### src/rtl/ref_bank_loader_if.sv
// Handshake and bank-write bundle between the reference-data source/consumer and ref_bank_loader.
// The optional wr_word_cnt output (REF_BANK_LOADER_CNT_EN) is a plain port on the loader, not part of this bundle.
interface ref_bank_loader_if #(
  parameter int unsigned NUM_BANK = 4
) ();

  logic                start;
  logic [63:0]         ref_in;
  logic                ref_valid;
  logic                ref_ready;
  logic                seg_release;
  logic [NUM_BANK-1:0] bank_sel;
  logic [6:0]          write_address;
  logic [63:0]         ref_out;
  logic                seg_done;
  logic [1:0]          seg_idx;

  // Source / consumer side
  modport master (
    output start,
    output ref_in,
    output ref_valid,
    output seg_release,
    input  ref_ready,
    input  bank_sel,
    input  write_address,
    input  ref_out,
    input  seg_done,
    input  seg_idx
  );

  // Loader side
  modport slave (
    input  start,
    input  ref_in,
    input  ref_valid,
    input  seg_release,
    output ref_ready,
    output bank_sel,
    output write_address,
    output ref_out,
    output seg_done,
    output seg_idx
  );

endinterface

### src/rtl/ref_bank_loader.sv
// Streams 64-bit reference words into NUM_BANK banks, one segment per bank in turn, with segment credits.
// Optional feature: define REF_BANK_LOADER_CNT_EN to add the saturating wr_word_cnt output.
module ref_bank_loader #(
  parameter int unsigned NUM_BANK  = 4,
  parameter int unsigned SEG_WORDS = 24,
  parameter int unsigned NUM_SEG   = 4
) (
  input  logic        clk,
  input  logic        rst,
`ifdef REF_BANK_LOADER_CNT_EN
  output logic [15:0] wr_word_cnt,
`endif
  ref_bank_loader_if.slave bif
);

  localparam int unsigned BANK_W = (NUM_BANK  > 1) ? $clog2(NUM_BANK)  : 1;
  localparam int unsigned WORD_W = (SEG_WORDS > 1) ? $clog2(SEG_WORDS) : 1;
  localparam int unsigned SEG_W  = (NUM_SEG   > 1) ? $clog2(NUM_SEG)   : 1;
  localparam int unsigned CRED_W = $clog2(NUM_SEG + 1);
  localparam int unsigned ADDR_W = 7;
  localparam int unsigned DATA_W = 64;
  localparam int unsigned IDX_W  = 2;

  typedef enum logic [1:0] {
    IDLE  = 2'd0,
    WRITE = 2'd1,
    STALL = 2'd2
  } state_t;

  state_t              state_q, state_d;
  logic [BANK_W-1:0]   bank_q, bank_d;
  logic [WORD_W-1:0]   word_q, word_d;
  logic [SEG_W-1:0]    seg_q, seg_d;
  logic [CRED_W-1:0]   credits_q, credits_d;

  logic                ready_q;
  logic [NUM_BANK-1:0] sel_q;
  logic [ADDR_W-1:0]   addr_q;
  logic [DATA_W-1:0]   data_q;
  logic                done_q;
  logic [IDX_W-1:0]    idx_q;

  logic                xfer;
  logic                last_word;
  logic                last_bank;
  logic                seg_end;

  // Control state: FSM plus bank/word/segment/credit counters
  always_ff @(posedge clk) begin
    if (rst) begin
      state_q   <= IDLE;
      bank_q    <= '0;
      word_q    <= '0;
      seg_q     <= '0;
      credits_q <= CRED_W'(NUM_SEG);
    end else begin
      state_q   <= state_d;
      bank_q    <= bank_d;
      word_q    <= word_d;
      seg_q     <= seg_d;
      credits_q <= credits_d;
    end
  end

  // Next-state and counter advance
  always_comb begin
    state_d   = state_q;
    bank_d    = bank_q;
    word_d    = word_q;
    seg_d     = seg_q;
    credits_d = credits_q;

    xfer      = bif.ref_valid & ready_q;
    last_word = (word_q == WORD_W'(SEG_WORDS - 1));
    last_bank = (bank_q == BANK_W'(NUM_BANK - 1));
    seg_end   = xfer & last_word & last_bank;

    // A release in the same cycle as a consume cancels out; releases saturate at NUM_SEG
    if (seg_end && !bif.seg_release) begin
      credits_d = credits_q - CRED_W'(1);
    end else if (!seg_end && bif.seg_release && (credits_q != CRED_W'(NUM_SEG))) begin
      credits_d = credits_q + CRED_W'(1);
    end

    unique case (state_q)
      IDLE: begin
        if (bif.start) begin
          state_d   = WRITE;
          bank_d    = '0;
          word_d    = '0;
          seg_d     = '0;
          credits_d = CRED_W'(NUM_SEG);
        end
      end
      WRITE: begin
        if (xfer) begin
          if (last_word) begin
            word_d = '0;
            if (last_bank) begin
              bank_d = '0;
              seg_d  = (seg_q == SEG_W'(NUM_SEG - 1)) ? '0 : seg_q + SEG_W'(1);
              if (credits_d == '0) begin
                state_d = STALL;
              end
            end else begin
              bank_d = bank_q + BANK_W'(1);
            end
          end else begin
            word_d = word_q + WORD_W'(1);
          end
        end
      end
      STALL: begin
        if (credits_q != '0) begin
          state_d = WRITE;
        end
      end
      default: begin
        state_d = IDLE;
      end
    endcase
  end

  // Registered bank write port; ref_ready mirrors the WRITE state one-for-one
  always_ff @(posedge clk) begin
    if (rst) begin
      ready_q <= 1'b0;
      sel_q   <= '1;
      addr_q  <= '0;
      data_q  <= '0;
      done_q  <= 1'b0;
      idx_q   <= '0;
    end else begin
      ready_q <= (state_d == WRITE);
      done_q  <= seg_end;
      if (xfer) begin
        sel_q  <= ~(NUM_BANK'(1) << bank_q);
        addr_q <= ADDR_W'(seg_q) * ADDR_W'(SEG_WORDS) + ADDR_W'(word_q);
        data_q <= bif.ref_in;
      end else begin
        sel_q  <= '1;
      end
      if (seg_end) begin
        idx_q <= IDX_W'(seg_q);
      end
    end
  end

`ifdef REF_BANK_LOADER_CNT_EN
  logic [15:0] cnt_q;

  // Accepted-word count, sticks at full scale
  always_ff @(posedge clk) begin
    if (rst) begin
      cnt_q <= '0;
    end else if (xfer && (cnt_q != 16'hFFFF)) begin
      cnt_q <= cnt_q + 16'd1;
    end
  end

  assign wr_word_cnt = cnt_q;
`endif

  assign bif.ref_ready     = ready_q;
  assign bif.bank_sel      = sel_q;
  assign bif.write_address = addr_q;
  assign bif.ref_out       = data_q;
  assign bif.seg_done      = done_q;
  assign bif.seg_idx       = idx_q;

endmodule
### src/flat_wrapper.sv
// flat-port wrapper written by rule: the top's interface ports become plain ports
module ref_bank_loader_flat 
#(
  parameter int unsigned NUM_BANK  = 4,
  parameter int unsigned SEG_WORDS = 24,
  parameter int unsigned NUM_SEG   = 4
)
  (clk, rst, bif_start, bif_ref_in, bif_ref_valid, bif_seg_release, bif_ref_ready, bif_bank_sel, bif_write_address, bif_ref_out, bif_seg_done, bif_seg_idx);
  ref_bank_loader_if #(.NUM_BANK(NUM_BANK)) bif_i ();
  input  logic clk;
  input  logic rst;
  input wire logic [$bits(bif_i.start)-1:0] bif_start;
  input wire logic [$bits(bif_i.ref_in)-1:0] bif_ref_in;
  input wire logic [$bits(bif_i.ref_valid)-1:0] bif_ref_valid;
  input wire logic [$bits(bif_i.seg_release)-1:0] bif_seg_release;
  output wire logic [$bits(bif_i.ref_ready)-1:0] bif_ref_ready;
  output wire logic [$bits(bif_i.bank_sel)-1:0] bif_bank_sel;
  output wire logic [$bits(bif_i.write_address)-1:0] bif_write_address;
  output wire logic [$bits(bif_i.ref_out)-1:0] bif_ref_out;
  output wire logic [$bits(bif_i.seg_done)-1:0] bif_seg_done;
  output wire logic [$bits(bif_i.seg_idx)-1:0] bif_seg_idx;
  assign bif_i.start = bif_start;
  assign bif_i.ref_in = bif_ref_in;
  assign bif_i.ref_valid = bif_ref_valid;
  assign bif_i.seg_release = bif_seg_release;
  assign bif_ref_ready = bif_i.ref_ready;
  assign bif_bank_sel = bif_i.bank_sel;
  assign bif_write_address = bif_i.write_address;
  assign bif_ref_out = bif_i.ref_out;
  assign bif_seg_done = bif_i.seg_done;
  assign bif_seg_idx = bif_i.seg_idx;
  ref_bank_loader #(.NUM_BANK(NUM_BANK), .SEG_WORDS(SEG_WORDS), .NUM_SEG(NUM_SEG)) u_core (.clk(clk), .rst(rst), .bif(bif_i));
endmodule
### config.mk
export PLATFORM = sky130hd
export DESIGN_NAME = ref_bank_loader_flat
export DESIGN_NICKNAME = d
export VERILOG_FILES = /design/src/rtl/ref_bank_loader_if.sv /design/src/rtl/ref_bank_loader.sv /design/src/flat_wrapper.sv
export SDC_FILE = /design/constraint.sdc
export NUM_CORES = 1
export LEC_CHECK = 0
export BUFFER_PORTS_ARGS = -buffer_cell sky130_fd_sc_hd__buf_2
export CORE_MARGIN = 3
export CORE_UTILIZATION = 36
export DETAILED_ROUTE_END_ITERATION = 10
export GPL_ROUTABILITY_DRIVEN = 0
export PLACE_DENSITY = 0.72
export SYNTH_ARGS = -nofsm -noshare
export SYNTH_HDL_FRONTEND = slang
export SYNTH_SLANG_ARGS = --single-unit
### constraint.sdc
create_clock -name clk -period 2.13 [get_ports clk]
set_clock_uncertainty 0.2 [all_clocks]
set_input_delay 0.639 -clock clk [delete_from_list [all_inputs] [get_ports clk]]
set_output_delay 0.639 -clock clk [all_outputs]
set_load 0.1 [all_outputs]
### Word level (Yosys, flattened, before mapping)

Cells that the tools add are included.

* bits in registers: 93
* output and inout port bits: 79
* logic and storage cells: 73

* multiply operators: 1
* shift-type cells: 1
* $add $sub $neg: 6
* multiplexer cells: 25
* bitwise operators: 5
* eq/ne operators: 11
* reduce and logical (&&, ||, !) cells: 13

Operators by type and width (number)
* two-way mux 2 bit: 14
* two-way mux 5 bit: 3
* two-way mux 3 bit: 4
* one-hot mux 5 bit (2 select lines): 1
* one-hot mux 2 bit (2 select lines): 2
* adder 7 x 5 -> 7 bit: 1
* == test 2 bit (second input constant): 3
* inequality test 2 x 1 -> 1 bit (second input constant): 3
* one-hot mux 2 bit (3 select lines): 1
* adder 5 x 1 -> 5 bit (second input constant): 1
* == test 5 bit (second input constant): 1
* AND reduction 5 bit: 1
* adder 2 x 1 -> 2 bit (second input constant): 2
* == test 2 x 1 -> 1 bit (second input constant): 2
* multiplier 2 x 2 -> 4 bit (second input constant): 1
* inverter 4 bit: 1
* AND reduction 4 bit: 1
* << shifter 1 x 2 -> 4 bit (first input constant): 1
* adder 3 x 1 -> 3 bit (second input constant): 1
* AND 1 bit: 3
* logical AND 1 bit: 3
* logical NOT 3 bit: 1
* inequality test 3 bit (second input constant): 1
* AND reduction 3 bit: 1
* 8 further kinds: 9

### Depth between registers and ports, before layout

Gate-level depths: netlist of run 1.

* depth after elaboration: 15
* depth in mapped cells: 8

### Worst setup path before layout of run 1

Ideal clock, no wire load.

* path kind: reg-to-reg
* from: register u_core.ready_q (netlist: u_core.bif.ref_ready)
* to: register u_core.state_q[1]
* arrival: 1958 ps
* library setup time: 87 ps
* slack: -115 ps
* cell stages (with the launch flop): 5
* required time: 1843 ps
* cell sequence: dfxtp_1 > and3_2 > nand2_4 > or4_1 > o31ai_1

* cells in the longest elaborated chain, start to end: 14
* elaborated cells on any way between the ends: 15
* classes of those cells: 7 x mux; 3 x bitwise; 5 x reduce/logical

RTL lines
* from (decl): RTL line ref_bank_loader.sv:36 `logic ready_q;`
* from (signal assigned): RTL line ref_bank_loader.sv:134 `ready_q <= (state_d == WRITE);`
* AND 1 bit (*): RTL line ref_bank_loader.sv:73 `xfer = bif.ref_valid & ready_q;`
* AND 1 bit (2 in a row): RTL line ref_bank_loader.sv:76 `seg_end = xfer & last_word & last_bank;`
* logical NOT 1 bit: RTL line ref_bank_loader.sv:81 `end else if (!seg_end && bif.seg_release && (credits_q != CRED_W'(NUM_SEG))) begin`
* logical AND 1 bit (2 in a row): RTL line ref_bank_loader.sv:81
* two-way mux 3 bit: RTL line ref_bank_loader.sv:81
* two-way mux 3 bit: RTL line ref_bank_loader.sv:79 `if (seg_end && !bif.seg_release) begin`
* logical NOT 3 bit: RTL line ref_bank_loader.sv:102 `if (credits_d == '0) begin`
* two-way mux 2 bit: RTL line ref_bank_loader.sv:102
* two-way mux 2 bit: RTL line ref_bank_loader.sv:99 `if (last_bank) begin`
* two-way mux 2 bit: RTL line ref_bank_loader.sv:97 `if (last_word) begin`
* two-way mux 2 bit (*): RTL line ref_bank_loader.sv:96 `if (xfer) begin`
* one-hot mux 2 bit (3 select lines) (*): RTL line ref_bank_loader.sv:85 `unique case (state_q)`
* to (signal assigned): RTL line ref_bank_loader.sv:57 `state_q <= state_d;`
* to (decl): RTL line ref_bank_loader.sv:30 `state_t state_q, state_d;`

Every way passes the cells marked *; elsewhere a longest branch is shown, timed or not.
A chain may end at the register's enable or synchronous reset.

### Worst setup path in the final report of run 1

* from: register u_core.ready_q (netlist: u_core.bif.ref_ready)
* to: output bif_ref_ready

RTL lines
* to (decl): RTL line flat_wrapper.sv:16 `output wire logic [$bits(bif_i.ref_ready)-1:0] bif_ref_ready;`

No word-level cell between the ends.

==> impl_metrics.ini, run 1 <==
[critical_path]
critPathSlowestCell = buf_2
crit_buf_inv = 1
worstPathArrival_ns = 1.17
path_max_fanout = 5
start_kind = flip-flop
path_cells = buf_2
crit_path_end_kind = output pin
cp_top_family = buffers and inverters
path_class = flip-flop to output pin
slowest_delay_ns = 0.44
rrSetupSlack_ns = 0.14
required_ns = 1.29

[hold_path]
hp-class = flip-flop to flip-flop

[synthesis]
synth_fa_ha_area_frac = 0.0503
syn_area_um2 = 3630
synth_mux_area_frac = 0.0145
synthXorXnorAreaFrac = 0.00724
netlist_instances = 440
synthSimpleGateAreaFrac = 0.229
avgSynthCellArea_um2 = 8.25
synth_top_family_by_area = simple AND/OR/NAND/NOR gates
synth-edff-count = 0
ys_seq_area_frac = 0.513
synth_compound_area_frac = 0.146
async_reset_ff_frac = 0
ys.flop_type = dfxtp_1
ys_types = 45
yosys_register_bits = 93
yosys_warnings = 0
synth_fp_nets = 523

[placement]
dp.cells = 700
post-place-ws_ns = 0.0188
dpl.hpwl_um = 6610
port_buffers = 147

[grt]
grt_use_total = 0.161
first_global_vias = 3177
grt_max_degree = 59
overflow = 0
antenna_found_initial = 0
grt_first_pass_wirelength_um = 14900

[clock_network]
cts-root-buf = clkbuf_8
cts_hold_buffers = 0
clock_latency_ns = 0.35
cts.clk_slew.worst_paths_ns = 0.09
clockBufferDepth = 2
cts_tree = yes
cts.htree.levels = 3
clkSinkCount = 93
cts_made_buffers = 9

[finish]
post-route-util = 0.483
n_antenna_cell = 0
n_fill_cell = 984
nNetsFinal = 662
drive_gt1_frac = 0.311
final_cells = 715
synthToLayoutAreaGrowth_pct = 29.9

[timing]
max_freq_mhz = 497
slew_headroom = 0.659
hold_violations = 0
worst_pin_slew_ns = 0.515
timing.final.max_slew_violations = 0
hold_ws_ns = 0.253
finalSetupViolCount = 0
finalCriticalPeriod_ns = 2.01
tns_ns = 0
setup_slack_ns = 0.119
post-route-period-util = 0.944

[die]
io_pins = 148
core_um2 = 9770
dieWidth_um = 106
fp.dieH_um = 106
die_area_um2 = 11300
start_util = 0.371
num_rows = 36

[drt]
drc = 0
first_pass_iters = 4
ant_nets = 0
wl_per_cell_um = 12.7
first_iter_violations = 277
vias = 3413
viasPerCell = 4.77
drt_wl_total_um = 9110

[status]
outcome = completed

[pwr]
swShare = 0.330
p_seq_frac = 0.467
internal-power_w = 0.00265
p_leak_nw = 2.10
peakVddDrop_mv = 0.369
p_clk_frac = 0.323
powerDensity_nw_per_um2 = 839
p_comb_frac = 0.211
switching_power_w = 0.00131

[job]
cap_violations = 0
-- synthesized netlist by cell type, types with 2 or more instances --
master	instances	share of area
nand2b_1	3	0.0052
nor3_1	4	0.0055
nand3b_1	3	0.0062
buf_1	8	0.0083
nor4_1	2	0.0034
nand3_1	5	0.0069
dfxtp_1	93	0.51
a211oi_1	3	0.0062
xnor2_1	3	0.0072
mux2i_1	3	0.0083
o32ai_1	2	0.0048
a21boi_0	2	0.0041
nor2_1	14	0.014
inv_1	7	0.0072
clkbuf_1	10	0.010
o21ai_0	6	0.0083
ha_1	13	0.045
a21oi_1	76	0.10
nand2_1	147	0.15
and2_1	2	0.0034
buf_2	8	0.011
nor4b_1	2	0.0048
mux2_2	2	0.0062
-- flip-flops by register name, indices dropped and copies added, names as in the netlist --
register,count
u_core.bif.ref_out,64
u_core.bif.write_address,7
u_core.word_q,5
u_core.bif.bank_sel,4
u_core.credits_q,3
u_core.bank_q,2
u_core.bif.seg_idx,2
u_core.seg_q,2
u_core.state_q,2
u_core.bif.ref_ready,1
u_core.bif.seg_done,1
-- worst reg2reg max path, stage by stage (launching register included) --
cell and delay, ns:
dfxtp_1 0.41, ha_1 0.27, nand4b_1 0.25, o211ai_1 0.29
a21oi_1 0.09, or3b_1 0.36
-- cell families after synthesis --
kind of cell    after synthesis
fa+ha+maj                    14
mux                           5
flops                        93
compound gates               97
xor+xnor                      3
buf+inv                      34
simple gates                194
-- cell type report --
type	count	area, um2	area share
clock buffers	10	138	0.0292
clock inverters	4	73.8	0.0156
inverters	7	26.3	0.00557
multi-input cells	313	1630	0.345
flip-flops and latches	93	1860	0.395
well taps	133	166	0.0353
repair buffers	155	821	0.174
-- through the flow --
stage                     total power, W  area, um2
after CTS                        0.00401       4710
after floorplan                  0.00254       3630
after global routing             0.00412       4720
final                            0.00396       4720
after detailed placement         0.00272       4500
after global placement           0.00271       4500
-- repair_timing --
item	CTS	global route
resized for setup	0	3
buffers inserted	0	1
setup endpoints to repair	0	6
-- routing by layer --
layer	track usage	wire length [um]	vias up
met3	0.0346	708	13
met1	0.194	3840	1557
met4	0.0795	181	0
met2	0.270	4380	114
met5	0	0	-
li1	-	-	1729
-- layout by cell type, fill, tap and decap left out, types with 4 or more instances in the layout --
| cell | count |
|---|---|
| a21oi_1 | 76 |
| clkbuf_8 | 10 |
| nand2_1 | 146 |
| o21ai_0 | 6 |
| nor2_1 | 14 |
| nand3_1 | 5 |
| buf_2 | 147 |
| buf_4 | 6 |
| ha_1 | 13 |
| dfxtp_1 | 91 |
| inv_1 | 7 |
| nor3_1 | 4 |
-- power by group through the flow --
| stage | registers (W) | logic (W) | clock network, W |
|---|---|---|---|
| final | 0.00185 | 0.000833 | 0.00128 |
| after global routing | 0.00186 | 0.000884 | 0.00138 |
| after CTS | 0.00185 | 0.000838 | 0.00133 |
| after detailed placement | 0.00189 | 0.000838 | 0 |
| after global placement | 0.00188 | 0.000829 | 0 |
| after floorplan | 0.00236 | 0.000182 | 0 |
-- worst paths after layout --
| check | from | to | cells after the start |
|---|---|---|---|
| min reg2reg | u_core.bif.ref_out[45]$_SDFFE_PP0N_ | u_core.bif.ref_out[45]$_SDFFE_PP0N_ | 2 |
| max reg2reg | u_core.word_q[1]$_SDFFE_PP0P_ | u_core.credits_q[2]$_SDFF_PP1_ | 5 |
| min | u_core.bif.ref_out[45]$_SDFFE_PP0N_ | u_core.bif.ref_out[45]$_SDFFE_PP0N_ | 2 |
| max | u_core.bif.ref_ready$_SDFF_PP0_ | bif_ref_ready | 1 |
Note: power is estimated with default switching activity, not from simulation.
==> run 2, diff against run 1 <==
clock period = 2.2 ns   (was 2.13 ns; I/O delays follow)
==> run 2 against run 1 <==
  * Non-clock buffer count down 3
  * Sequential share of layout area up 0.48 points
  * Count of clock-buffer cells in the layout up 1
  * Register-to-register slack better by 0.02 ns
  * Worst setup slack better by 0.039 ns
  * Via count down 1.7%
  * Critical path type is now flip-flop to flip-flop
  * Largest cell class unchanged
  * Largest power group unchanged
  * Highest routed layer unchanged
==> impl_metrics.ini, run 2 (synthesis gave the netlist of run 1 again) <==
[critical_path]
reg2reg_depth = 5
reg2reg_to = u_core.state_q[1]$_SDFF_PP0_
path_max_fanout = 7
path_class = flip-flop to flip-flop
r2r-start = u_core.word_q[0]$_SDFFE_PP0P_
crit_path_end_kind = flip-flop
start_kind = flip-flop
rrSetupSlack_ns = 0.16
worstPathArrival_ns = 2.11
required_ns = 2.27

[pwr]
p_leak_nw = 2.07
powerDensity_nw_per_um2 = 780
peakVddDrop_mv = 0.388

[finish]
n_antenna_cell = 0
nNetsFinal = 659
n_fill_cell = 999
largest_register_ffs = 64
drive_gt1_frac = 0.305
layout_commonest_cell = buf_2
multi_input_area_um2 = 1630
final_cell_mix = buf_2, nand2_1, dfxtp_1
regArea_um2 = 1860
synthToLayoutAreaGrowth_pct = 28.3

[clock_network]
clock_latency_ns = 0.35
cts_hold_buffers = 0
cts_tree = yes
clockBufferDepth = 2
cts.clk_slew.worst_paths_ns = 0.09
cts-root-buf = clkbuf_8
cts_setup_buffers = 0
cts_made_buffers = 9
clkSinkCount = 93
cts.htree.levels = 3
cts_resized = 0

[placement]
port_buffers = 147
post-place-ws_ns = 0.0966
dpl.hpwl_um = 6370

[timing]
worst_pin_slew_ns = 0.510
rsz0062_at_grt = false
setup_slack_ns = 0.158
post-route-period-util = 0.928
timing.final.max_slew_violations = 0
slew_headroom = 0.662
max_freq_mhz = 490
finalCriticalPeriod_ns = 2.04
hold_violations = 0
finalSetupViolCount = 0
tns_ns = 0

[drt]
vias = 3354
drc = 0
drt_wl_total_um = 8870
viasPerCell = 4.70
ant_nets = 0
first_pass_iters = 5
wl_per_cell_um = 12.4
first_iter_violations = 227

[hold_path]
min-delay-start = u_core.bif.ref_out[42]$_SDFFE_PP0N_
hp-class = flip-flop to flip-flop
hold_depth = 2
hold_end = u_core.bif.ref_out[42]$_SDFFE_PP0N_

[die]
fp.dieH_um = 106
core_um2 = 9770
dieWidth_um = 106
io_pins = 148
start_util = 0.371
num_rows = 36
die_area_um2 = 11300

[job]
cap_violations = 0

[grt]
grt_first_pass_wirelength_um = 14100
grt_max_degree = 75
first_global_vias = 3143
antenna_found_initial = 0
grt_use_total = 0.153
overflow = 0

[status]
outcome = completed
[run 2: how the worst max path moves through the flow]
stage	slack, ns	depth (start not counted)	end	start
final	0.16	5	u_core.state_q[1]$_SDFF_PP0_	u_core.word_q[0]$_SDFFE_PP0P_
after global routing	0.008	8	u_core.bif.write_address[6]$_SDFFE_PP0N_	u_core.seg_q[0]$_SDFFE_PP0P_
after CTS	0.14	1	bif_ref_ready	u_core.bif.ref_ready$_SDFF_PP0_
after detailed placement	0.1	5	u_core.bank_q[1]$_SDFFE_PP0P_	bif_start
after global placement	0.11	5	u_core.bank_q[1]$_SDFFE_PP0P_	bif_start
after floorplan	0.27	4	u_core.bank_q[1]$_SDFFE_PP0P_	bif_start
[run 2: cell type report]
type / count / share of cell area
tap: 133 / 0.0357
timing repair buffer: 152 / 0.171
multi-input combinational: 313 / 0.349
clock buffer: 11 / 0.0304
inverter: 7 / 0.00564
sequential: 93 / 0.400
clock inverter: 5 / 0.00752
[run 2: where the power goes]
| part | internal [W] | total, W | switching (W) | leakage [nW] |
|---|---|---|---|---|
| combinational | 0.000154 | 0.000801 | 0.000647 | 1.23 |
| sequential | 0.00175 | 0.00179 | 0.0000375 | 0.756 |
| clock | 0.000445 | 0.00104 | 0.000597 | 0.0897 |
[run 2: through the flow]
stage               total power [W]   util  instance area (um2)  instances  hold WS [ns]
floorplan                   0.00246      -                 3630        440         0.262
global placement            0.00262  0.459                 4480        698         0.239
detailed placement          0.00263  0.459                 4480        698         0.243
CTS                         0.00368  0.477                 4660        714         0.256
global route                0.00380  0.477                 4660        714         0.275
finish                      0.00363  0.477                 4660        714         0.253
[run 2: worst max-delay path, stage by stage, from the launching register on]
cell	delay, ns
dfxtp_1	0.41
ha_1	0.27
and4b_1	0.40
nand2_4	0.12
or4_1	0.49
o31ai_1	0.08
[run 2: per-layer routing]
layer	wire length (um)	vias up	global-route usage
li1	-	1726	-
met1	3800	1513	0.177
met2	4280	109	0.275
met3	728	6	0.0449
met4	65	0	0.0420
met5	0	-	0
==> run 3, diff against run 2 <==
CORE_MARGIN = not set   (was 3)
==> run 3 against run 2 <==
  * Count of clock-buffer cells in the layout did not move
  * Critical path type unchanged
  * First-iteration DRC count shrank 39%
  * Die area decreased by 7.4%
  * Worst setup slack better by 0.019 ns
  * Core utilization increased by 0.27 points
  * Register-to-register slack better by 0.02 ns
  * Highest routed layer unchanged
  * Hold slack worse by 0.00064 ns
  * Sequential share of layout area shrank 0.22 points
  * Final area up 0.56%
  * Global-route usage increased by 1.3 points
  * Power is 2.2% higher
  * Sequential power about the same
  * Critical endpoint unchanged
==> impl_metrics.ini, run 3 (synthesis gave the netlist of run 1 again) <==
[grt]
grt_first_pass_wirelength_um = 13700
antenna_found_initial = 0
overflow = 0
grt_use_total = 0.166
grt_max_degree = 57
first_global_vias = 3130

[timing]
worst_pin_slew_ns = 0.512
max_freq_mhz = 494
timing.final.max_slew_violations = 0
finalCriticalPeriod_ns = 2.02
finalSetupViolCount = 0
hold_violations = 0
slew_headroom = 0.661
hold_ws_ns = 0.252
setup_slack_ns = 0.177
tns_ns = 0
rsz0062_at_grt = false
post-route-period-util = 0.920

[placement]
port_buffers = 147
dpl.hpwl_um = 6450
post-place-ws_ns = 0.0884

[status]
outcome = completed

[finish]
layout_commonest_cell = buf_2
final_cell_mix = buf_2, nand2_1, dfxtp_1
post-route-util = 0.479
n_antenna_cell = 0
largest_register_ffs = 64
nNetsFinal = 662
synthToLayoutAreaGrowth_pct = 29.0
drive_gt1_frac = 0.307

[pwr]
p_leak_nw = 2.08
peakVddDrop_mv = 0.283
p_total_w = 0.00371
powerDensity_nw_per_um2 = 792

[drt]
drt_wl_total_um = 8800
wl_per_cell_um = 12.3
first_iter_violations = 138
first_pass_iters = 4
drc = 0
viasPerCell = 4.85
vias = 3474
top_layer = met4
wl_met1_um = 3670
ant_nets = 0
wl_met3_um = 693
wl_met2_um = 4310

[critical_path]
cp_top_family = simple AND/OR/NAND/NOR gates
slowest_delay_ns = 0.49
crit_buf_inv = 0
path_class = flip-flop to flip-flop
critPathSlowestCell = or4_1
crit_path_end_kind = flip-flop
required_ns = 2.27
path_max_fanout = 7
start_kind = flip-flop
path_cells = ha_1 -> and4b_1 -> nand2_4 -> or4_1 -> o31ai_1
worstPathArrival_ns = 2.09

[die]
die_area_um2 = 10500
dieWidth_um = 102
num_rows = 36
start_util = 0.371
fp.dieH_um = 102
core_um2 = 9770
io_pins = 148

[clock_network]
cts.htree.levels = 3
clockBufferDepth = 2
cts_made_buffers = 9
clock_latency_ns = 0.35
cts.clk_slew.worst_paths_ns = 0.09
clkSinkCount = 93
cts-root-buf = clkbuf_8
cts_setup_buffers = 0
cts_hold_buffers = 0
cts_tree = yes
cts_resized = 0

[job]
cap_violations = 0

[hold_path]
hp-class = flip-flop to flip-flop
run 3: final cells by class:
class	count	area, um2
clock buffers	11	131
inverters	7	26.3
fillers	967	5090
multi-input cells	313	1630
flip-flops and latches	93	1860
repair buffers	155	808
clock inverters	5	61.3
well taps	133	166
run 3: final timing paths:
check,from,to,slack [ns],depth (start not counted)
worst max-delay path,u_core.word_q[0]$_SDFFE_PP0P_,u_core.state_q[1]$_SDFF_PP0_,0.18,5
worst min-delay path,u_core.bif.ref_out[45]$_SDFFE_PP0N_,u_core.bif.ref_out[45]$_SDFFE_PP0N_,0.25,2
worst max register to register,u_core.word_q[0]$_SDFFE_PP0P_,u_core.state_q[1]$_SDFF_PP0_,0.18,5
worst min register to register,u_core.bif.ref_out[45]$_SDFFE_PP0N_,u_core.bif.ref_out[45]$_SDFFE_PP0N_,0.25,2
run 3: report_power, final:
group          internal, W  leakage, nW  switching, W
registers          0.00175        0.756     0.0000352
clock network     0.000528       0.0858      0.000591
logic             0.000155         1.23      0.000653
run 3: worst register-to-register path, stage by stage, from the launching register on:
cell     delay, ns
dfxtp_1       0.40
ha_1          0.26
and4b_1       0.40
nand2_4       0.12
or4_1         0.49
o31ai_1       0.07
run 3: routing by layer:
layer  track usage  up-vias
met3        0.0465       11
met5             0        -
met2         0.296      130
met1         0.182     1598
met4        0.0791        0
li1              -     1735
run 3: through the flow:
step / std cells / area, um2
floorplan: 440 / 3630
global placement: 701 / 4490
detailed placement: 701 / 4490
CTS: 717 / 4680
global route: 717 / 4680
finish: 717 / 4680
